## src/rtl/mips_defs.sv

```systemverilog
// Shared encodings for the multi-cycle MIPS control path: opcodes, functs,
// FSM states, datapath mux selects and the decoded instruction class.
package mips_defs;

  localparam logic [5:0] OP_RTYPE = 6'h00;
  localparam logic [5:0] OP_J     = 6'h02;
  localparam logic [5:0] OP_JAL   = 6'h03;
  localparam logic [5:0] OP_BEQ   = 6'h04;
  localparam logic [5:0] OP_ORI   = 6'h0D;
  localparam logic [5:0] OP_LUI   = 6'h0F;
  localparam logic [5:0] OP_LW    = 6'h23;
  localparam logic [5:0] OP_SW    = 6'h2B;

  localparam logic [5:0] FN_SLL   = 6'h00;
  localparam logic [5:0] FN_JR    = 6'h08;
  localparam logic [5:0] FN_ADDU  = 6'h21;
  localparam logic [5:0] FN_SUBU  = 6'h23;

  // Extender mode, matching the EXT block
  localparam logic EXT_SIGN = 1'b0;
  localparam logic EXT_ZERO = 1'b1;

  typedef enum logic [2:0] {
    ST_IF  = 3'd0,
    ST_ID  = 3'd1,
    ST_EX  = 3'd2,
    ST_MEM = 3'd3,
    ST_WB  = 3'd4,
    ST_ERR = 3'd7
  } state_e;

  typedef enum logic [2:0] {
    ALU_ADD = 3'd0,
    ALU_SUB = 3'd1,
    ALU_OR  = 3'd2,
    ALU_LUI = 3'd3
  } alu_op_e;

  typedef enum logic [1:0] {
    NPC_PC4 = 2'd0,
    NPC_BR  = 2'd1,
    NPC_JMP = 2'd2,
    NPC_JR  = 2'd3
  } npc_sel_e;

  typedef enum logic [1:0] {
    DST_RT = 2'd0,
    DST_RD = 2'd1,
    DST_RA = 2'd2
  } reg_dst_e;

  typedef enum logic [1:0] {
    WD_ALU = 2'd0,
    WD_MEM = 2'd1,
    WD_PC  = 2'd2
  } wd_sel_e;

  // One-hot instruction class
  typedef struct packed {
    logic addu;
    logic subu;
    logic jr;
    logic nop;
    logic ori;
    logic lui;
    logic lw;
    logic sw;
    logic beq;
    logic j;
    logic jal;
    logic illegal;
  } dec_t;

endpackage

```

## src/rtl/mc_ctrl_if.sv

```systemverilog
// Shared memory port handshake between the controller and memory.
interface mc_ctrl_if;
  logic mem_req;
  logic mem_we;
  logic mem_src;
  logic mem_ready;

  modport master (output mem_req, output mem_we, output mem_src, input mem_ready);
  modport slave  (input mem_req, input mem_we, input mem_src, output mem_ready);
endinterface

```

## src/rtl/mc_decode.sv

```systemverilog
// Combinational decode of IR opcode/funct into one-hot instruction classes.
module mc_decode
  import mips_defs::*;
(
  input  logic [5:0] opcode_i,
  input  logic [5:0] funct_i,
  output dec_t       dec_o
);

  // Exactly one class bit is set for any opcode/funct pair
  always_comb begin
    dec_o = '0;
    case (opcode_i)
      OP_RTYPE:
        case (funct_i)
          FN_ADDU: dec_o.addu    = 1'b1;
          FN_SUBU: dec_o.subu    = 1'b1;
          FN_JR:   dec_o.jr      = 1'b1;
          FN_SLL:  dec_o.nop     = 1'b1;
          default: dec_o.illegal = 1'b1;
        endcase
      OP_ORI:  dec_o.ori     = 1'b1;
      OP_LUI:  dec_o.lui     = 1'b1;
      OP_LW:   dec_o.lw      = 1'b1;
      OP_SW:   dec_o.sw      = 1'b1;
      OP_BEQ:  dec_o.beq     = 1'b1;
      OP_J:    dec_o.j       = 1'b1;
      OP_JAL:  dec_o.jal     = 1'b1;
      default: dec_o.illegal = 1'b1;
    endcase
  end

endmodule

```

## src/rtl/mc_ctrl.sv

```systemverilog
// Multi-cycle MIPS control FSM: sequences IF/ID/EX/MEM/WB, drives datapath
// enables and selects, and guards the shared memory port with a wait timeout.
module mc_ctrl
  import mips_defs::*;
#(
  parameter int unsigned TIMEOUT = 255
)(
  input  logic       clk,
  input  logic       reset,
  input  logic [5:0] opcode,
  input  logic [5:0] funct,
  input  logic       zero,
  mc_ctrl_if.master  mem,
  output logic       pc_we,
  output logic [1:0] npc_sel,
  output logic       ir_we,
  output logic       ext_op,
  output logic       alu_src,
  output logic [2:0] alu_op,
  output logic       reg_we,
  output logic [1:0] reg_dst,
  output logic [1:0] wd_sel,
  output logic [2:0] state,
  output logic       illegal,
  output logic       mem_err
);

  localparam logic [7:0] WAIT_LAST = 8'(TIMEOUT - 1);

  state_e     state_q, state_d;
  logic [7:0] wait_q, wait_d;
  logic       err_q, err_d;
  dec_t       dec;
  logic       ext_sel;

  mc_decode u_decode (
    .opcode_i (opcode),
    .funct_i  (funct),
    .dec_o    (dec)
  );

  assign ext_sel = (dec.ori || dec.lui) ? EXT_ZERO : EXT_SIGN;
  assign state   = state_q;
  assign mem_err = err_q;

  // State, wait counter and sticky error registers
  always_ff @(posedge clk) begin
    if (!reset) begin
      state_q <= ST_IF;
      wait_q  <= '0;
      err_q   <= 1'b0;
    end else begin
      state_q <= state_d;
      wait_q  <= wait_d;
      err_q   <= err_d;
    end
  end

  // Next-state, wait-counter update and control outputs
  always_comb begin
    state_d     = state_q;
    wait_d      = wait_q;
    err_d       = err_q;
    mem.mem_req = 1'b0;
    mem.mem_we  = 1'b0;
    mem.mem_src = 1'b0;
    pc_we       = 1'b0;
    npc_sel     = NPC_PC4;
    ir_we       = 1'b0;
    ext_op      = EXT_SIGN;
    alu_src     = 1'b0;
    alu_op      = ALU_ADD;
    reg_we      = 1'b0;
    reg_dst     = DST_RT;
    wd_sel      = WD_ALU;
    illegal     = 1'b0;

    case (state_q)
      ST_IF: begin
        mem.mem_req = 1'b1;
        if (mem.mem_ready) begin
          ir_we   = 1'b1;
          pc_we   = 1'b1;
          state_d = ST_ID;
        end
      end
      ST_ID: begin
        ext_op  = ext_sel;
        state_d = ST_EX;
        if (dec.j || dec.jal) begin
          pc_we   = 1'b1;
          npc_sel = NPC_JMP;
          state_d = ST_IF;
        end
        if (dec.jal) begin
          reg_we  = 1'b1;
          reg_dst = DST_RA;
          wd_sel  = WD_PC;
        end
        if (dec.jr) begin
          pc_we   = 1'b1;
          npc_sel = NPC_JR;
          state_d = ST_IF;
        end
        if (dec.nop) state_d = ST_IF;
        if (dec.illegal) begin
          illegal = 1'b1;
          state_d = ST_IF;
        end
      end
      ST_EX: begin
        ext_op  = ext_sel;
        state_d = ST_WB;
        if (dec.subu) begin
          alu_op = ALU_SUB;
        end else if (dec.ori) begin
          alu_src = 1'b1;
          alu_op  = ALU_OR;
        end else if (dec.lui) begin
          alu_src = 1'b1;
          alu_op  = ALU_LUI;
        end else if (dec.lw || dec.sw) begin
          alu_src = 1'b1;
          state_d = ST_MEM;
        end else if (dec.beq) begin
          alu_op  = ALU_SUB;
          state_d = ST_IF;
          if (zero) begin
            pc_we   = 1'b1;
            npc_sel = NPC_BR;
          end
        end else if (!dec.addu) begin
          state_d = ST_IF;
        end
      end
      ST_MEM: begin
        ext_op      = ext_sel;
        mem.mem_req = 1'b1;
        mem.mem_src = 1'b1;
        mem.mem_we  = dec.sw;
        if (mem.mem_ready) state_d = dec.lw ? ST_WB : ST_IF;
      end
      ST_WB: begin
        ext_op  = ext_sel;
        reg_we  = 1'b1;
        reg_dst = (dec.addu || dec.subu) ? DST_RD : DST_RT;
        wd_sel  = dec.lw ? WD_MEM : WD_ALU;
        state_d = ST_IF;
      end
      ST_ERR: ;
      default: state_d = ST_IF;
    endcase

    // Stall accounting shared by IF and MEM; the cycle that would bring the
    // count to TIMEOUT diverts to ERR instead.
    if (mem.mem_req && !mem.mem_ready) begin
      if (wait_q == WAIT_LAST) begin
        state_d = ST_ERR;
        err_d   = 1'b1;
      end else begin
        wait_d = wait_q + 8'd1;
      end
    end
    if (state_d != state_q && (state_d == ST_IF || state_d == ST_MEM)) wait_d = '0;
  end

endmodule

```

## src/flat_wrapper.sv

```systemverilog
// flat-port wrapper written by rule: the top's interface ports become plain ports
module mc_ctrl_flat import mips_defs::*;
#(
  parameter int unsigned TIMEOUT = 255
)
  (clk, reset, opcode, funct, zero, pc_we, npc_sel, ir_we, ext_op, alu_src, alu_op, reg_we, reg_dst, wd_sel, state, illegal, mem_err, mem_mem_req, mem_mem_we, mem_mem_src, mem_mem_ready);
  mc_ctrl_if mem_i ();
  input  logic clk;
  input  logic reset;
  input  logic [5:0] opcode;
  input  logic [5:0] funct;
  input  logic zero;
  output logic pc_we;
  output logic [1:0] npc_sel;
  output logic ir_we;
  output logic ext_op;
  output logic alu_src;
  output logic [2:0] alu_op;
  output logic reg_we;
  output logic [1:0] reg_dst;
  output logic [1:0] wd_sel;
  output logic [2:0] state;
  output logic illegal;
  output logic mem_err;
  output wire logic [$bits(mem_i.mem_req)-1:0] mem_mem_req;
  output wire logic [$bits(mem_i.mem_we)-1:0] mem_mem_we;
  output wire logic [$bits(mem_i.mem_src)-1:0] mem_mem_src;
  input wire logic [$bits(mem_i.mem_ready)-1:0] mem_mem_ready;
  assign mem_mem_req = mem_i.mem_req;
  assign mem_mem_we = mem_i.mem_we;
  assign mem_mem_src = mem_i.mem_src;
  assign mem_i.mem_ready = mem_mem_ready;
  mc_ctrl #(.TIMEOUT(TIMEOUT)) u_core (.clk(clk), .reset(reset), .opcode(opcode), .funct(funct), .zero(zero), .mem(mem_i), .pc_we(pc_we), .npc_sel(npc_sel), .ir_we(ir_we), .ext_op(ext_op), .alu_src(alu_src), .alu_op(alu_op), .reg_we(reg_we), .reg_dst(reg_dst), .wd_sel(wd_sel), .state(state), .illegal(illegal), .mem_err(mem_err));
endmodule
```

## config.mk

```make
export PLATFORM = sky130hd
export DESIGN_NAME = mc_ctrl_flat
export DESIGN_NICKNAME = d
export VERILOG_FILES = /design/src/rtl/mips_defs.sv /design/src/rtl/mc_ctrl_if.sv /design/src/rtl/mc_decode.sv /design/src/rtl/mc_ctrl.sv /design/src/flat_wrapper.sv
export SDC_FILE = /design/constraint.sdc
export NUM_CORES = 1
export LEC_CHECK = 0
export CAP_MARGIN = 20
export CORE_ASPECT_RATIO = 0.6
export CORE_UTILIZATION = 45
export CTS_CLUSTER_SIZE = 30
export DETAILED_ROUTE_END_ITERATION = 16
export PLACE_DENSITY_LB_ADDON = 0.25
export SETUP_SLACK_MARGIN = 0.15
export SYNTH_ARGS = -nofsm -noshare
export SYNTH_HDL_FRONTEND = slang
export SYNTH_HIERARCHICAL = 1
export SYNTH_SLANG_ARGS = --single-unit
```

## constraint.sdc

```tcl
create_clock -name clk -period 2.9 [get_ports clk]
set_input_delay 0.58 -clock clk [delete_from_list [all_inputs] [get_ports clk]]
set_output_delay 0.58 -clock clk [all_outputs]
set_load 0.01 [all_outputs]
```

==> results of run 1 <==
## worst reg2reg max path, delay by kind of cell (launching register included)
kind                      cells  cell delay, ns
and+or+nand+nor               3            1.23
xor gates and xnor gates      1            0.19
DFF                           1            0.57
muxes                         1            0.21
## worst max-delay path by stage
stage / end / slack, ns / cells after the start
floorplan: u_core/wait_q[4] / 0.26 / 8
global placement: pc_we / -0.53 / 9
detailed placement: pc_we / -0.60 / 9
CTS: pc_we / 0.04 / 11
global route: pc_we / 0.01 / 10
finish: pc_we / 0.04 / 10
## cells in the final DEF (no fill, tap or decap), drive strengths merged, types with 2 or more instances in the layout
master	instances
dfxtp	12
nor3	9
nor2	23
nor4	6
o21a	2
nand2	16
nand4	2
nand3	5
nor3b	5
o32a	2
clkdlybuf4s50	14
nor2b	5
xor2	3
nand2b	2
ha	2
and3	5
buf	53
o21ai	4
xnor2	3
and2	5
mux2i	2
inv	2
or4	2
and4	2
clkbuf	8
dlygate4sd2	3
nor4b	2
a21oi	5
a211oi	3
## kinds of logic after synthesis
kind of cell | share of synthesized area
compound gates | 0.140
fa+ha+maj | 0.0231
other cells | 0.00346
buf+inv | 0.0485
flops | 0.222
simple gates | 0.496
xor+xnor | 0.0486
mux | 0.0185
## registers in the layout, indices dropped and copies added (netlist names)
signal	cells
u_core/wait_q	8
u_core/state	3
u_core/mem_err	1
## through the flow
stage,hold WS (ns),utilization,cells
global placement,0.473,0.740,232
finish,0.508,0.854,249
global route,0.538,0.854,249
CTS,0.512,0.808,245
detailed placement,0.497,0.740,232
floorplan,0.512,-,147
## per-layer routing
| metal | part of all wire | wire, um |
|---|---|---|
| met5 | 0 | 0 |
| met4 | 0.082 | 405 |
| met3 | 0.11 | 563 |
| met2 | 0.44 | 2170 |
| met1 | 0.36 | 1790 |
## power groups by stage
| stage | sequential (W) | clock, W | combinational [W] |
|---|---|---|---|
| finish | 0.000175 | 0.000187 | 0.000132 |
| global route | 0.000176 | 0.000198 | 0.000139 |
| CTS | 0.000174 | 0.000184 | 0.000116 |
| detailed placement | 0.000177 | 0 | 0.000112 |
| global placement | 0.000177 | 0 | 0.000106 |
| floorplan | 0.000176 | 0 | 0.0000517 |
## area by class of cell
type | instances | area, um^2
Inverter | 2 | 7.51
Fill cell | 112 | 324
Clock buffer | 4 | 55.1
Sequential cell | 12 | 240
Tap cell | 30 | 37.5
Timing Repair Buffer | 76 | 621
Multi-Input combinational cell | 125 | 927
## timing repair
item	CTS	global route
endpoints found under the setup margin	22	21
gates resized for setup	85	26
pin swaps	10	11
setup buffers	9	4
==> flow_summary.html, run 1 <==
<table>
<tr><th>Metric</th><th>Value</th></tr>
<tr><th colspan="2">Outcome</th></tr>
<tr><td>Status</td><td>complete, no violations</td></tr>
<tr><th colspan="2">Yosys</th></tr>
<tr><td>Share of Yosys cell area claimed by the top area cell type</td><td>0.222</td></tr>
<tr><td>Async set-reset flop share out of synthesis</td><td>0</td></tr>
<tr><td>Synthesized area divided by synthesized cell count</td><td>between 7 and 8 um^2</td></tr>
<tr><td>Count of cell types in the netlist</td><td>43</td></tr>
<tr><td>Yosys top cell by area</td><td>sky130_fd_sc_hd__dfxtp_1</td></tr>
<tr><td>Cells after synthesis</td><td>147</td></tr>
<tr><td>Number of register bits inferred by synthesis</td><td>12</td></tr>
<tr><td>Syn. warnings</td><td>6</td></tr>
<tr><td>Cell Area, Synth</td><td>between 1000 and 1500 um^2</td></tr>
<tr><td>Post-Synthesis Net Count</td><td>around 170</td></tr>
<tr><td>Dominant cell by count in the synthesized netlist</td><td>sky130_fd_sc_hd__nor2_1</td></tr>
<tr><td>Top FF cell, synth</td><td>sky130_fd_sc_hd__dfxtp_1</td></tr>
<tr><td>Dominant cells by area after synthesis</td><td>sky130_fd_sc_hd__dfxtp_1 (22%), sky130_fd_sc_hd__nor2_1 (7.6%), sky130_fd_sc_hd__nand2_1 (5.5%), sky130_fd_sc_hd__nor3_1 (3.7%), sky130_fd_sc_hd__nor3b_1 (3.5%)</td></tr>
<tr><td>Top cells by count, synth</td><td>sky130_fd_sc_hd__nor2_1 (22), sky130_fd_sc_hd__nand2_1 (16), sky130_fd_sc_hd__dfxtp_1 (12)</td></tr>
<tr><td>Seq/Total Area, Yosys</td><td>0.222</td></tr>
<tr><td>Number of enable-type register cells in the synthesized netlist</td><td>0</td></tr>
<tr><th colspan="2">Floorplan</th></tr>
<tr><td>Die outline width</td><td>between 60 and 70 um</td></tr>
<tr><td>Floorplan Core Area</td><td>approximately 2200 um^2</td></tr>
<tr><td>Top-Level Pins</td><td>38</td></tr>
<tr><td>Cell row count</td><td>13</td></tr>
<tr><td>Die Ht</td><td>roughly 40 um</td></tr>
<tr><td>Die footprint</td><td>2610 um^2</td></tr>
<tr><td>Starting density of the core</td><td>0.489</td></tr>
<tr><th colspan="2">Routing</th></tr>
<tr><td>Remaining antenna violation count</td><td>0</td></tr>
<tr><td>Initial drt markers</td><td>about 240</td></tr>
<tr><td>DRT Wirelength</td><td>roughly 4900 um</td></tr>
<tr><td>Wirelength per Cell</td><td>approximately 20 um</td></tr>
<tr><td>Detailed-route vias per instance</td><td>roughly 6.6</td></tr>
<tr><td>Post-route DRC</td><td>0</td></tr>
<tr><td>Number of search-and-repair iterations in the first detailed-routing pass</td><td>6</td></tr>
<tr><td>Via Count</td><td>roughly 1600</td></tr>
<tr><th colspan="2">STA</th></tr>
<tr><td>Slew at the pin closest to its max-slew limit</td><td>0.638 ns</td></tr>
<tr><td>Number of hold-slack violations in the final timing report</td><td>0</td></tr>
<tr><td>Setup Total Neg Slack</td><td>0 ns</td></tr>
<tr><td>Maximum clock rate</td><td>349 MHz</td></tr>
<tr><td>Unrepaired setup endpoints after global routing</td><td>true</td></tr>
<tr><td>Clock Skews</td><td>approximately 0.0010 ns</td></tr>
<tr><td>Final slew viol count</td><td>0</td></tr>
<tr><td>Setup-failing EPs final</td><td>0</td></tr>
<tr><td>Crit path time final</td><td>between 2 and 3 ns</td></tr>
<tr><td>Fin crit share</td><td>0.987</td></tr>
<tr><td>Headroom to the max-slew limit</td><td>0.571</td></tr>
<tr><td>Final setup slack of the worst path</td><td>0.0369 ns</td></tr>
<tr><th colspan="2">Worst setup path</th></tr>
<tr><td>Gate family responsible for the most delay along the worst path</td><td>simple AND/OR/NAND/NOR gates</td></tr>
<tr><td>Library cell contributing the largest single delay on the critical path</td><td>sky130_fd_sc_hd__or4_4</td></tr>
<tr><td>CP startpoint</td><td>opcode[2]</td></tr>
<tr><td>Worst endpoint data arrival time</td><td>2.28 ns</td></tr>
<tr><td>Max stage delay on crit path</td><td>roughly 0.56 ns</td></tr>
<tr><td>CP bufs+invs</td><td>4</td></tr>
<tr><td>Startpoint of the lowest-slack register-to-register path</td><td>u_core/state[0]</td></tr>
<tr><td>Critical path data required time</td><td>2.32 ns</td></tr>
<tr><td>Crit Reg-Reg Endpoint</td><td>u_core/wait_q[4]</td></tr>
<tr><td>Worst R2R Path Depth</td><td>5</td></tr>
<tr><td>Most common cell type on the critical path</td><td>sky130_fd_sc_hd__buf_6</td></tr>
<tr><td>Maximum net fanout on the critical path</td><td>5</td></tr>
<tr><td>Kind of end point of the critical path</td><td>primary output</td></tr>
<tr><td>Worst setup path class</td><td>in2out</td></tr>
<tr><td>Cell-by-cell listing of the critical path</td><td>buf_6 -&gt; or4_4 -&gt; nor3_4 -&gt; buf_6 -&gt; and3_4 -&gt; nor2_4 -&gt; nand4_1 -&gt; buf_4 -&gt; nand2_1 -&gt; buf_2</td></tr>
<tr><td>Slack of the worst reg-to-reg path</td><td>0.60 ns</td></tr>
<tr><td>Startpoint class of the critical path</td><td>primary input</td></tr>
<tr><th colspan="2">GRT</th></tr>
<tr><td>Pin count of the biggest net entering global routing</td><td>14</td></tr>
<tr><td>Combined global-route utilization of all metal layers</td><td>0.353</td></tr>
<tr><td>Global route total overflow</td><td>0</td></tr>
<tr><td>Wire length of the first global-routing pass</td><td>about 6600 um</td></tr>
<tr><td>Met1 Resource Use GR</td><td>0.410</td></tr>
<tr><td>Busiest metal layer after global routing</td><td>met2</td></tr>
<tr><td>Antenna violations before repair</td><td>0</td></tr>
<tr><td>Met2 usage</td><td>0.588</td></tr>
<tr><td>Via count of the first global-routing pass</td><td>~1400</td></tr>
<tr><td>Met3 track demand over resource in global routing</td><td>0.131</td></tr>
<tr><th colspan="2">Power and ir drop</th></tr>
<tr><td>Fraction of power spent switching nets</td><td>0.285</td></tr>
<tr><td>Total Power</td><td>roughly 0.0005 W</td></tr>
<tr><td>Static leakage</td><td>between 0.8 and 0.9 nW</td></tr>
<tr><td>Part of the total power dissipated in combinational logic</td><td>0.266</td></tr>
<tr><td>Internal power consumption</td><td>roughly 0.00035 W</td></tr>
<tr><td>Max VDD drop</td><td>0.000235 V</td></tr>
<tr><td>Proportion of power drawn by flip-flops and latches</td><td>0.355</td></tr>
<tr><td>Switching power total</td><td>roughly 0.00014 W</td></tr>
<tr><td>Clk pwr share</td><td>0.378</td></tr>
<tr><td>Power per cell area</td><td>between 200 and 300 nW/um^2</td></tr>
<tr><th colspan="2">Clocking</th></tr>
<tr><td>CTS Buf Count</td><td>3</td></tr>
<tr><td>Clock-pin slew reported for the worst setup and hold paths after clock tree synthesis</td><td>around 0.05 ns</td></tr>
<tr><td>Htree depth</td><td>1</td></tr>
<tr><td>Total of hold buffers inserted after clock tree synthesis</td><td>0</td></tr>
<tr><td>TritonCTS clock tree</td><td>done</td></tr>
<tr><td>Clock insertion delay at the later pin of the skew report</td><td>0.25 ns</td></tr>
<tr><td>Library cell used as clock root buffer</td><td>sky130_fd_sc_hd__clkbuf_8</td></tr>
<tr><td>Clock sinks</td><td>12</td></tr>
<tr><td>Clock tree buffer depth</td><td>2</td></tr>
<tr><th colspan="2">Min path</th></tr>
<tr><td>Depth of the worst hold-timing path</td><td>2</td></tr>
<tr><td>Path type of the worst min-delay path</td><td>reg2reg</td></tr>
<tr><td>Critical hold path startpoint</td><td>u_core/mem_err</td></tr>
<tr><td>Worst-case hold path end point</td><td>u_core/mem_err</td></tr>
<tr><th colspan="2">Placed design</th></tr>
<tr><td>Placed inst area</td><td>1640 um^2</td></tr>
<tr><td>Final RePlAce weighted congestion</td><td>0.826</td></tr>
<tr><td>Count of input and output buffers</td><td>36</td></tr>
<tr><td>Post-DP HPWL</td><td>between 2000 and 3000 um</td></tr>
<tr><td>Worst slack after detailed placement</td><td>-0.598 ns</td></tr>
<tr><th colspan="2">Cells and area</th></tr>
<tr><td>Synthesis-to-layout area growth</td><td>74.5%</td></tr>
<tr><td>Fraction of layout instances using a drive strength above 1</td><td>0.416</td></tr>
<tr><td>Diode count</td><td>0</td></tr>
<tr><td>Final Instance Area</td><td>between 1500 and 2000 um^2</td></tr>
<tr><td>Layout net count</td><td>about 240</td></tr>
<tr><th colspan="2">Run</th></tr>
<tr><td>Max-capacitance violation count</td><td>0</td></tr>
</table>
No activity file was read; power rests on OpenSTA's default activity.
==> inputs of run 2 (changes only) <==
--- a/config.mk
+++ b/config.mk
@@ -6,8 +6,10 @@
 export NUM_CORES = 1
 export LEC_CHECK = 0
 export CAP_MARGIN = 20
+export CELL_PAD_IN_SITES_DETAIL_PLACEMENT = 1
+export CELL_PAD_IN_SITES_GLOBAL_PLACEMENT = 2
 export CORE_ASPECT_RATIO = 0.6
-export CORE_UTILIZATION = 45
+export CORE_UTILIZATION = 24
 export CTS_CLUSTER_SIZE = 30
 export DETAILED_ROUTE_END_ITERATION = 16
 export PLACE_DENSITY_LB_ADDON = 0.25
==> run 2 against run 1 <==
Clock power hardly changed. Critical path depth is 1 higher. Register-to-register slack better by 0.17 ns. Sequential share of layout area is 0.75 points lower. Non-clock buffer count is 8 higher. Core utilization is 38 points lower. Combinational power hardly changed. Count of clock-buffer cells in the layout stayed put. Design area is 6.3% higher. Highest routed layer unchanged.
==> flow_summary.html, run 2 (same netlist as run 1, synthesis figures left out) <==
<table>
<tr><th>Metric</th><th>Value</th></tr>
<tr><th colspan="2">Outcome</th></tr>
<tr><td>Status</td><td>complete, no violations</td></tr>
<tr><th colspan="2">Routing</th></tr>
<tr><td>DRT Wirelength</td><td>4480 um</td></tr>
<tr><td>Detailed-route vias per instance</td><td>just under 5</td></tr>
<tr><td>Via Count</td><td>about 1400</td></tr>
<tr><td>Post-route DRC</td><td>0</td></tr>
<tr><td>Initial drt markers</td><td>49</td></tr>
<tr><td>Number of search-and-repair iterations in the first detailed-routing pass</td><td>4</td></tr>
<tr><td>Wirelength per Cell</td><td>between 15 and 20 um</td></tr>
<tr><td>Remaining antenna violation count</td><td>0</td></tr>
<tr><th colspan="2">STA</th></tr>
<tr><td>Crit path time final</td><td>2.83 ns</td></tr>
<tr><td>Setup-failing EPs final</td><td>0</td></tr>
<tr><td>Maximum clock rate</td><td>roughly 350 MHz</td></tr>
<tr><td>Fin crit share</td><td>0.977</td></tr>
<tr><td>Clock Skews</td><td>0.00319 ns</td></tr>
<tr><td>Slew at the pin closest to its max-slew limit</td><td>between 0.4 and 0.5 ns</td></tr>
<tr><td>Unrepaired setup endpoints after global routing</td><td>true</td></tr>
<tr><td>Number of hold-slack violations in the final timing report</td><td>0</td></tr>
<tr><td>Final slew viol count</td><td>0</td></tr>
<tr><td>Worst Hold Margin</td><td>around 0.50 ns</td></tr>
<tr><td>Headroom to the max-slew limit</td><td>0.665</td></tr>
<tr><th colspan="2">Clocking</th></tr>
<tr><td>Clock sinks</td><td>12</td></tr>
<tr><td>Clock tree buffer depth</td><td>2</td></tr>
<tr><td>CTS Buf Count</td><td>3</td></tr>
<tr><td>Total of hold buffers inserted after clock tree synthesis</td><td>0</td></tr>
<tr><td>Clock-pin slew reported for the worst setup and hold paths after clock tree synthesis</td><td>approximately 0.050 ns</td></tr>
<tr><td>Library cell used as clock root buffer</td><td>sky130_fd_sc_hd__clkbuf_8</td></tr>
<tr><td>TritonCTS clock tree</td><td>done</td></tr>
<tr><td>Htree depth</td><td>1</td></tr>
<tr><td>Clock insertion delay at the later pin of the skew report</td><td>roughly 0.25 ns</td></tr>
<tr><th colspan="2">Floorplan</th></tr>
<tr><td>Cell row count</td><td>18</td></tr>
<tr><td>Starting density of the core</td><td>0.257</td></tr>
<tr><td>Floorplan Core Area</td><td>4210 um^2</td></tr>
<tr><td>Top-Level Pins</td><td>38</td></tr>
<tr><td>Die Ht</td><td>between 50 and 60 um</td></tr>
<tr><td>Die footprint</td><td>4790 um^2</td></tr>
<tr><td>Die outline width</td><td>between 80 and 90 um</td></tr>
<tr><th colspan="2">Worst setup path</th></tr>
<tr><td>Kind of end point of the critical path</td><td>primary output</td></tr>
<tr><td>Max stage delay on crit path</td><td>0.56 ns</td></tr>
<tr><td>Worst R2R Path Depth</td><td>7</td></tr>
<tr><td>Maximum net fanout on the critical path</td><td>3</td></tr>
<tr><td>Cell-by-cell listing of the critical path</td><td>buf_6 -&gt; or4_4 -&gt; nor3_4 -&gt; and3_4 -&gt; nor3_4 -&gt; nor2b_2 -&gt; buf_4 -&gt; buf_6 -&gt; nor2_2 -&gt; nand2_1 -&gt; buf_2</td></tr>
<tr><td>Critical path data required time</td><td>2.32 ns</td></tr>
<tr><td>Library cell contributing the largest single delay on the critical path</td><td>sky130_fd_sc_hd__or4_4</td></tr>
<tr><td>Startpoint of the lowest-slack register-to-register path</td><td>u_core/state[2]</td></tr>
<tr><td>Worst setup path class</td><td>in2out</td></tr>
<tr><td>Worst endpoint data arrival time</td><td>~2.3 ns</td></tr>
<tr><td>Crit Reg-Reg Endpoint</td><td>u_core/wait_q[1]</td></tr>
<tr><td>Slack of the worst reg-to-reg path</td><td>slightly below 0.8 ns</td></tr>
<tr><td>Startpoint class of the critical path</td><td>primary input</td></tr>
<tr><th colspan="2">Min path</th></tr>
<tr><td>Depth of the worst hold-timing path</td><td>2</td></tr>
<tr><td>Critical hold path startpoint</td><td>u_core/mem_err</td></tr>
<tr><td>Worst-case hold path end point</td><td>u_core/mem_err</td></tr>
<tr><td>Path type of the worst min-delay path</td><td>reg2reg</td></tr>
<tr><th colspan="2">GRT</th></tr>
<tr><td>Pin count of the biggest net entering global routing</td><td>14</td></tr>
<tr><td>Wire length of the first global-routing pass</td><td>slightly below 7000 um</td></tr>
<tr><td>Via count of the first global-routing pass</td><td>roughly 1400</td></tr>
<tr><td>Antenna violations before repair</td><td>0</td></tr>
<tr><td>Combined global-route utilization of all metal layers</td><td>0.191</td></tr>
<tr><td>Global route total overflow</td><td>0</td></tr>
<tr><th colspan="2">Placed design</th></tr>
<tr><td>Post-DP HPWL</td><td>about 3300 um</td></tr>
<tr><td>Final RePlAce weighted congestion</td><td>around 0.8</td></tr>
<tr><td>Count of input and output buffers</td><td>36</td></tr>
<tr><th colspan="2">Cells and area</th></tr>
<tr><td>Synthesis-to-layout area growth</td><td>85.4%</td></tr>
<tr><td>Diode count</td><td>0</td></tr>
<tr><td>Most frequent cells in the layout</td><td>sky130_fd_sc_hd__buf_4 (41), sky130_fd_sc_hd__nor2_1 (17), sky130_fd_sc_hd__nand2_1 (15)</td></tr>
<tr><td>Layout net count</td><td>approximately 250</td></tr>
<tr><td>Commonest non-fill, non-tap cell in the layout</td><td>sky130_fd_sc_hd__buf_4</td></tr>
<tr><td>Register ranked first by flip-flop count</td><td>u_core/wait_q</td></tr>
<tr><td>Fraction of layout instances using a drive strength above 1</td><td>0.454</td></tr>
<tr><td>Layout filler cell count</td><td>roughly 520</td></tr>
<tr><td>Max reg flops</td><td>8</td></tr>
<tr><th colspan="2">Power and ir drop</th></tr>
<tr><td>Max VDD drop</td><td>0.000133 V</td></tr>
<tr><td>Total Power</td><td>0.000489 W</td></tr>
<tr><td>Power per cell area</td><td>244 nW/um^2</td></tr>
<tr><td>Static leakage</td><td>about 0.85 nW</td></tr>
<tr><th colspan="2">Run</th></tr>
<tr><td>Max-capacitance violation count</td><td>0</td></tr>
</table>
## run 2: metrics by stage
stage          std cells   util  cell area [um^2]  setup slack (ns)  TNS (ns)
6_report             287  0.477              2010            0.0670         0
5_1_grt              287  0.477              2010           -0.0193   -0.0193
4_1_cts              282  0.455              1920          -0.00330  -0.00330
3_5_place_dp         267  0.407              1710            -0.596     -9.45
3_3_place_gp         267  0.407              1710            -0.526     -7.55
2_1_floorplan        147      -              1080             0.258         0
## run 2: timing repair
| action | in CTS | in global routing |
|---|---|---|
| endpoints found under the setup margin | 23 | 16 |
| hold endpoints to repair | 0 | 0 |
| pin swaps | 15 | 13 |
| gates resized for setup | 92 | 24 |
| buffers inserted | 11 | 5 |
## run 2: worst max-delay path by stage
| stage | cells past startpoint | from | slack (ns) | end |
|---|---|---|---|---|
| global placement | 9 | opcode[5] | -0.53 | pc_we |
| detailed placement | 9 | opcode[5] | -0.60 | pc_we |
| finish | 11 | opcode[2] | 0.07 | pc_we |
| CTS | 11 | opcode[2] | -0.003 | pc_we |
| global route | 12 | opcode[2] | -0.02 | pc_we |
| floorplan | 8 | opcode[0] | 0.26 | u_core/wait_q[4] |
## run 2: area by class of cell
class                      count  area (um^2)  area share
multi-input combinational    125          942       0.469
clock buffer                   4         55.1      0.0274
sequential                    12          240       0.120
timing repair buffer          84          687       0.342
tap                           60         75.1      0.0374
inverter                       2         7.51     0.00374
## run 2: routing by layer
layer,share of wire,track usage
met1,0.52,0.267
met3,0.026,0.0353
met4,0.0056,0.0323
met5,0,0
met2,0.45,0.310
## run 2: worst max-delay path, delay by kind of cell
kind | cells | cell delay, ns
buffers and inverters | 4 | 0.42
AND/OR/NAND/NOR | 7 | 1.25
## run 2: power breakdown
part	internal, W	switching (W)	leakage [nW]
combinational	0.0000658	0.0000655	0.729
sequential	0.000169	0.00000385	0.0973
clock	0.000120	0.0000652	0.0288
total	0.000355	0.000135	0.855
==> inputs of run 3 (changes only) <==
--- a/config.mk
+++ b/config.mk
@@ -9,6 +9,7 @@
 export CELL_PAD_IN_SITES_DETAIL_PLACEMENT = 1
 export CELL_PAD_IN_SITES_GLOBAL_PLACEMENT = 2
 export CORE_ASPECT_RATIO = 0.6
+export CORE_MARGIN = 8
 export CORE_UTILIZATION = 24
 export CTS_CLUSTER_SIZE = 30
 export DETAILED_ROUTE_END_ITERATION = 16
@@ -18,3 +19,4 @@
 export SYNTH_HDL_FRONTEND = slang
 export SYNTH_HIERARCHICAL = 1
 export SYNTH_SLANG_ARGS = --single-unit
+export TNS_END_PERCENT = 1
==> run 3 against run 2 <==
Flip-flop and latch count unchanged. Sequential power is essentially flat. Register-to-register slack about the same. First-iteration DRC count up 2.0%. Clock skew hardly changed. Routed wire length shrank 2.4%. Global-route usage fell by 5.9 points. Via count is 4.7% lower.
==> flow_summary.html, run 3 (same netlist as run 1, synthesis figures left out) <==
<table>
<tr><th>Metric</th><th>Value</th></tr>
<tr><th colspan="2">Cells and area</th></tr>
<tr><td>Max reg flops</td><td>8</td></tr>
<tr><td>Fraction of layout instances using a drive strength above 1</td><td>0.353</td></tr>
<tr><td>Register ranked first by flip-flop count</td><td>u_core/wait_q</td></tr>
<tr><td>Layout net count</td><td>234</td></tr>
<tr><td>Most frequent cells in the layout</td><td>sky130_fd_sc_hd__buf_4 (34), sky130_fd_sc_hd__nor2_1 (19), sky130_fd_sc_hd__nand2_1 (16)</td></tr>
<tr><td>Commonest non-fill, non-tap cell in the layout</td><td>sky130_fd_sc_hd__buf_4</td></tr>
<tr><td>Diode count</td><td>0</td></tr>
<tr><td>Layout filler cell count</td><td>about 550</td></tr>
<tr><td>Synthesis-to-layout area growth</td><td>71.0%</td></tr>
<tr><th colspan="2">STA</th></tr>
<tr><td>Setup Total Neg Slack</td><td>0 ns</td></tr>
<tr><td>Setup-failing EPs final</td><td>0</td></tr>
<tr><td>Final slew viol count</td><td>0</td></tr>
<tr><td>Maximum clock rate</td><td>about 360 MHz</td></tr>
<tr><td>Clock Skews</td><td>between 0.003 and 0.004 ns</td></tr>
<tr><td>Fin crit share</td><td>0.961</td></tr>
<tr><td>Number of hold-slack violations in the final timing report</td><td>0</td></tr>
<tr><td>Crit path time final</td><td>2.79 ns</td></tr>
<tr><td>Unrepaired setup endpoints after global routing</td><td>true</td></tr>
<tr><td>Worst Hold Margin</td><td>roughly 0.50 ns</td></tr>
<tr><th colspan="2">Floorplan</th></tr>
<tr><td>Die outline width</td><td>between 100 and 150 um</td></tr>
<tr><td>Floorplan Core Area</td><td>between 4000 and 5000 um^2</td></tr>
<tr><td>Top-Level Pins</td><td>38</td></tr>
<tr><td>Cell row count</td><td>19</td></tr>
<tr><td>Die Ht</td><td>68.0 um</td></tr>
<tr><td>Die footprint</td><td>6980 um^2</td></tr>
<tr><td>Starting density of the core</td><td>0.243</td></tr>
<tr><th colspan="2">Worst setup path</th></tr>
<tr><td>Worst setup path class</td><td>in2out</td></tr>
<tr><td>Kind of end point of the critical path</td><td>primary output</td></tr>
<tr><td>Worst R2R Path Depth</td><td>7</td></tr>
<tr><td>Library cell contributing the largest single delay on the critical path</td><td>sky130_fd_sc_hd__or4_4</td></tr>
<tr><td>Crit Reg-Reg Endpoint</td><td>u_core/wait_q[1]</td></tr>
<tr><td>Startpoint class of the critical path</td><td>primary input</td></tr>
<tr><td>Cell-by-cell listing of the critical path</td><td>buf_2 -&gt; or4_4 -&gt; nor3_4 -&gt; and3_4 -&gt; nor3_4 -&gt; nor2b_2 -&gt; nor2_1 -&gt; nand2_1 -&gt; buf_2</td></tr>
<tr><td>Maximum net fanout on the critical path</td><td>4</td></tr>
<tr><td>Critical path data required time</td><td>approximately 2.3 ns</td></tr>
<tr><td>Startpoint of the lowest-slack register-to-register path</td><td>u_core/state[2]</td></tr>
<tr><td>Worst endpoint data arrival time</td><td>2.21 ns</td></tr>
<tr><td>Max stage delay on crit path</td><td>around 0.56 ns</td></tr>
<tr><td>Slack of the worst reg-to-reg path</td><td>approximately 0.76 ns</td></tr>
<tr><th colspan="2">Min path</th></tr>
<tr><td>Critical hold path startpoint</td><td>u_core/mem_err</td></tr>
<tr><td>Path type of the worst min-delay path</td><td>reg2reg</td></tr>
<tr><td>Depth of the worst hold-timing path</td><td>2</td></tr>
<tr><td>Worst-case hold path end point</td><td>u_core/mem_err</td></tr>
<tr><th colspan="2">Placed design</th></tr>
<tr><td>Count of input and output buffers</td><td>36</td></tr>
<tr><td>Final RePlAce weighted congestion</td><td>a little over 0.8</td></tr>
<tr><td>Post-DP HPWL</td><td>between 3000 and 4000 um</td></tr>
<tr><th colspan="2">Routing</th></tr>
<tr><td>DRT Wirelength</td><td>4370 um</td></tr>
<tr><td>Initial drt markers</td><td>50</td></tr>
<tr><td>Post-route DRC</td><td>0</td></tr>
<tr><td>Via Count</td><td>roughly 1300</td></tr>
<tr><td>Detailed-route vias per instance</td><td>between 4 and 5</td></tr>
<tr><td>Remaining antenna violation count</td><td>0</td></tr>
<tr><td>Wirelength per Cell</td><td>roughly 16 um</td></tr>
<tr><td>Number of search-and-repair iterations in the first detailed-routing pass</td><td>4</td></tr>
<tr><th colspan="2">GRT</th></tr>
<tr><td>Global route total overflow</td><td>0</td></tr>
<tr><td>Wire length of the first global-routing pass</td><td>7300 um</td></tr>
<tr><td>Via count of the first global-routing pass</td><td>between 1000 and 1500</td></tr>
<tr><td>Antenna violations before repair</td><td>0</td></tr>
<tr><td>Combined global-route utilization of all metal layers</td><td>0.132</td></tr>
<tr><td>Pin count of the biggest net entering global routing</td><td>14</td></tr>
<tr><th colspan="2">Power and ir drop</th></tr>
<tr><td>Power per cell area</td><td>~260 nW/um^2</td></tr>
<tr><td>Total Power</td><td>0.000484 W</td></tr>
<tr><td>Static leakage</td><td>~0.80 nW</td></tr>
<tr><td>Max VDD drop</td><td>approximately 0.00014 V</td></tr>
<tr><th colspan="2">Clocking</th></tr>
<tr><td>Clock-pin slew reported for the worst setup and hold paths after clock tree synthesis</td><td>about 0.050 ns</td></tr>
<tr><td>Clock sinks</td><td>12</td></tr>
<tr><td>CTS Buf Count</td><td>3</td></tr>
<tr><td>TritonCTS clock tree</td><td>done</td></tr>
<tr><td>Library cell used as clock root buffer</td><td>sky130_fd_sc_hd__clkbuf_8</td></tr>
<tr><td>Htree depth</td><td>1</td></tr>
<tr><td>Total of hold buffers inserted after clock tree synthesis</td><td>0</td></tr>
<tr><td>Clock tree buffer depth</td><td>2</td></tr>
<tr><td>Clock insertion delay at the later pin of the skew report</td><td>~0.24 ns</td></tr>
<tr><th colspan="2">Run</th></tr>
<tr><td>Max-capacitance violation count</td><td>0</td></tr>
<tr><th colspan="2">Outcome</th></tr>
<tr><td>Status</td><td>complete, no violations</td></tr>
</table>
-- run 3: cell types whose count changed in the layout (fill, tap and decap cells not counted), moves of 2 or more --
cell	delta
sky130_fd_sc_hd__buf_6	-6
sky130_fd_sc_hd__nor3_1	+2
sky130_fd_sc_hd__nor3b_1	+2
sky130_fd_sc_hd__clkdlybuf4s50_1	-2
sky130_fd_sc_hd__nor3b_2	-2
sky130_fd_sc_hd__buf_4	-7
sky130_fd_sc_hd__clkbuf_2	-3
sky130_fd_sc_hd__clkdlybuf4s15_1	+3
sky130_fd_sc_hd__dlygate4sd2_1	+4
sky130_fd_sc_hd__nor2_1	+2
-- run 3: power by group --
group	switching [W]	leakage, nW	internal [W]	total [W]
registers	0.00000372	0.0973	0.000169	0.000172
logic	0.0000621	0.676	0.0000642	0.000126
clock network	0.0000655	0.0288	0.000120	0.000186
-- run 3: worst max-delay path: cells and delay by family --
| family | cells | cell delay [ns] |
|---|---|---|
| simple gates | 7 | 1.39 |
| buf+inv | 2 | 0.25 |
-- run 3: per-stage QoR --
| stage | util | instances | instance area (um^2) | setup slack, ns |
|---|---|---|---|---|
| 2_1_floorplan | - | 147 | 1080 | 0.258 |
| 5_1_grt | 0.416 | 278 | 1850 | 0.0453 |
| 4_1_cts | 0.411 | 278 | 1830 | 0.0711 |
| 3_3_place_gp | 0.386 | 270 | 1720 | -0.543 |
| 6_report | 0.416 | 278 | 1850 | 0.113 |
| 3_5_place_dp | 0.386 | 270 | 1720 | -0.617 |
-- run 3: timing repair --
item / 4_1_cts / 5_1_grt
cloned: 0 / 0
pin swaps: 13 / 7
buffers inserted: 4 / 0
endpoints found under the setup margin: 22 / 20
gates resized for setup: 76 / 11
-- run 3: routing by layer --
metal,part of all wire,GRT usage,up-vias,wire (um)
li1,-,-,662,-
met1,0.50,0.176,623,2190
met2,0.44,0.217,31,1930
met3,0.052,0.0355,2,226
met4,0.0044,0.0145,0,19
met5,0,0,-,0
-- run 3: final cells by class --
type,instances,area (um^2),share of cell area
tap,63,78.8,0.0426
clock buffer,4,55.1,0.0297
multi-input combinational,125,876,0.473
timing repair buffer,72,593,0.320
inverter,2,7.51,0.00406
sequential,12,240,0.130
-- run 3: how the worst max path moves through the flow --
stage	startpoint	endpoint	slack [ns]	cells past startpoint
CTS	funct[5]	illegal	0.07	8
global placement	opcode[5]	pc_we	-0.54	9
finish	opcode[4]	pc_we	0.11	9
floorplan	opcode[0]	u_core/wait_q[4]	0.26	8
global route	opcode[4]	reg_dst[0]	0.05	9
detailed placement	opcode[5]	pc_we	-0.62	9
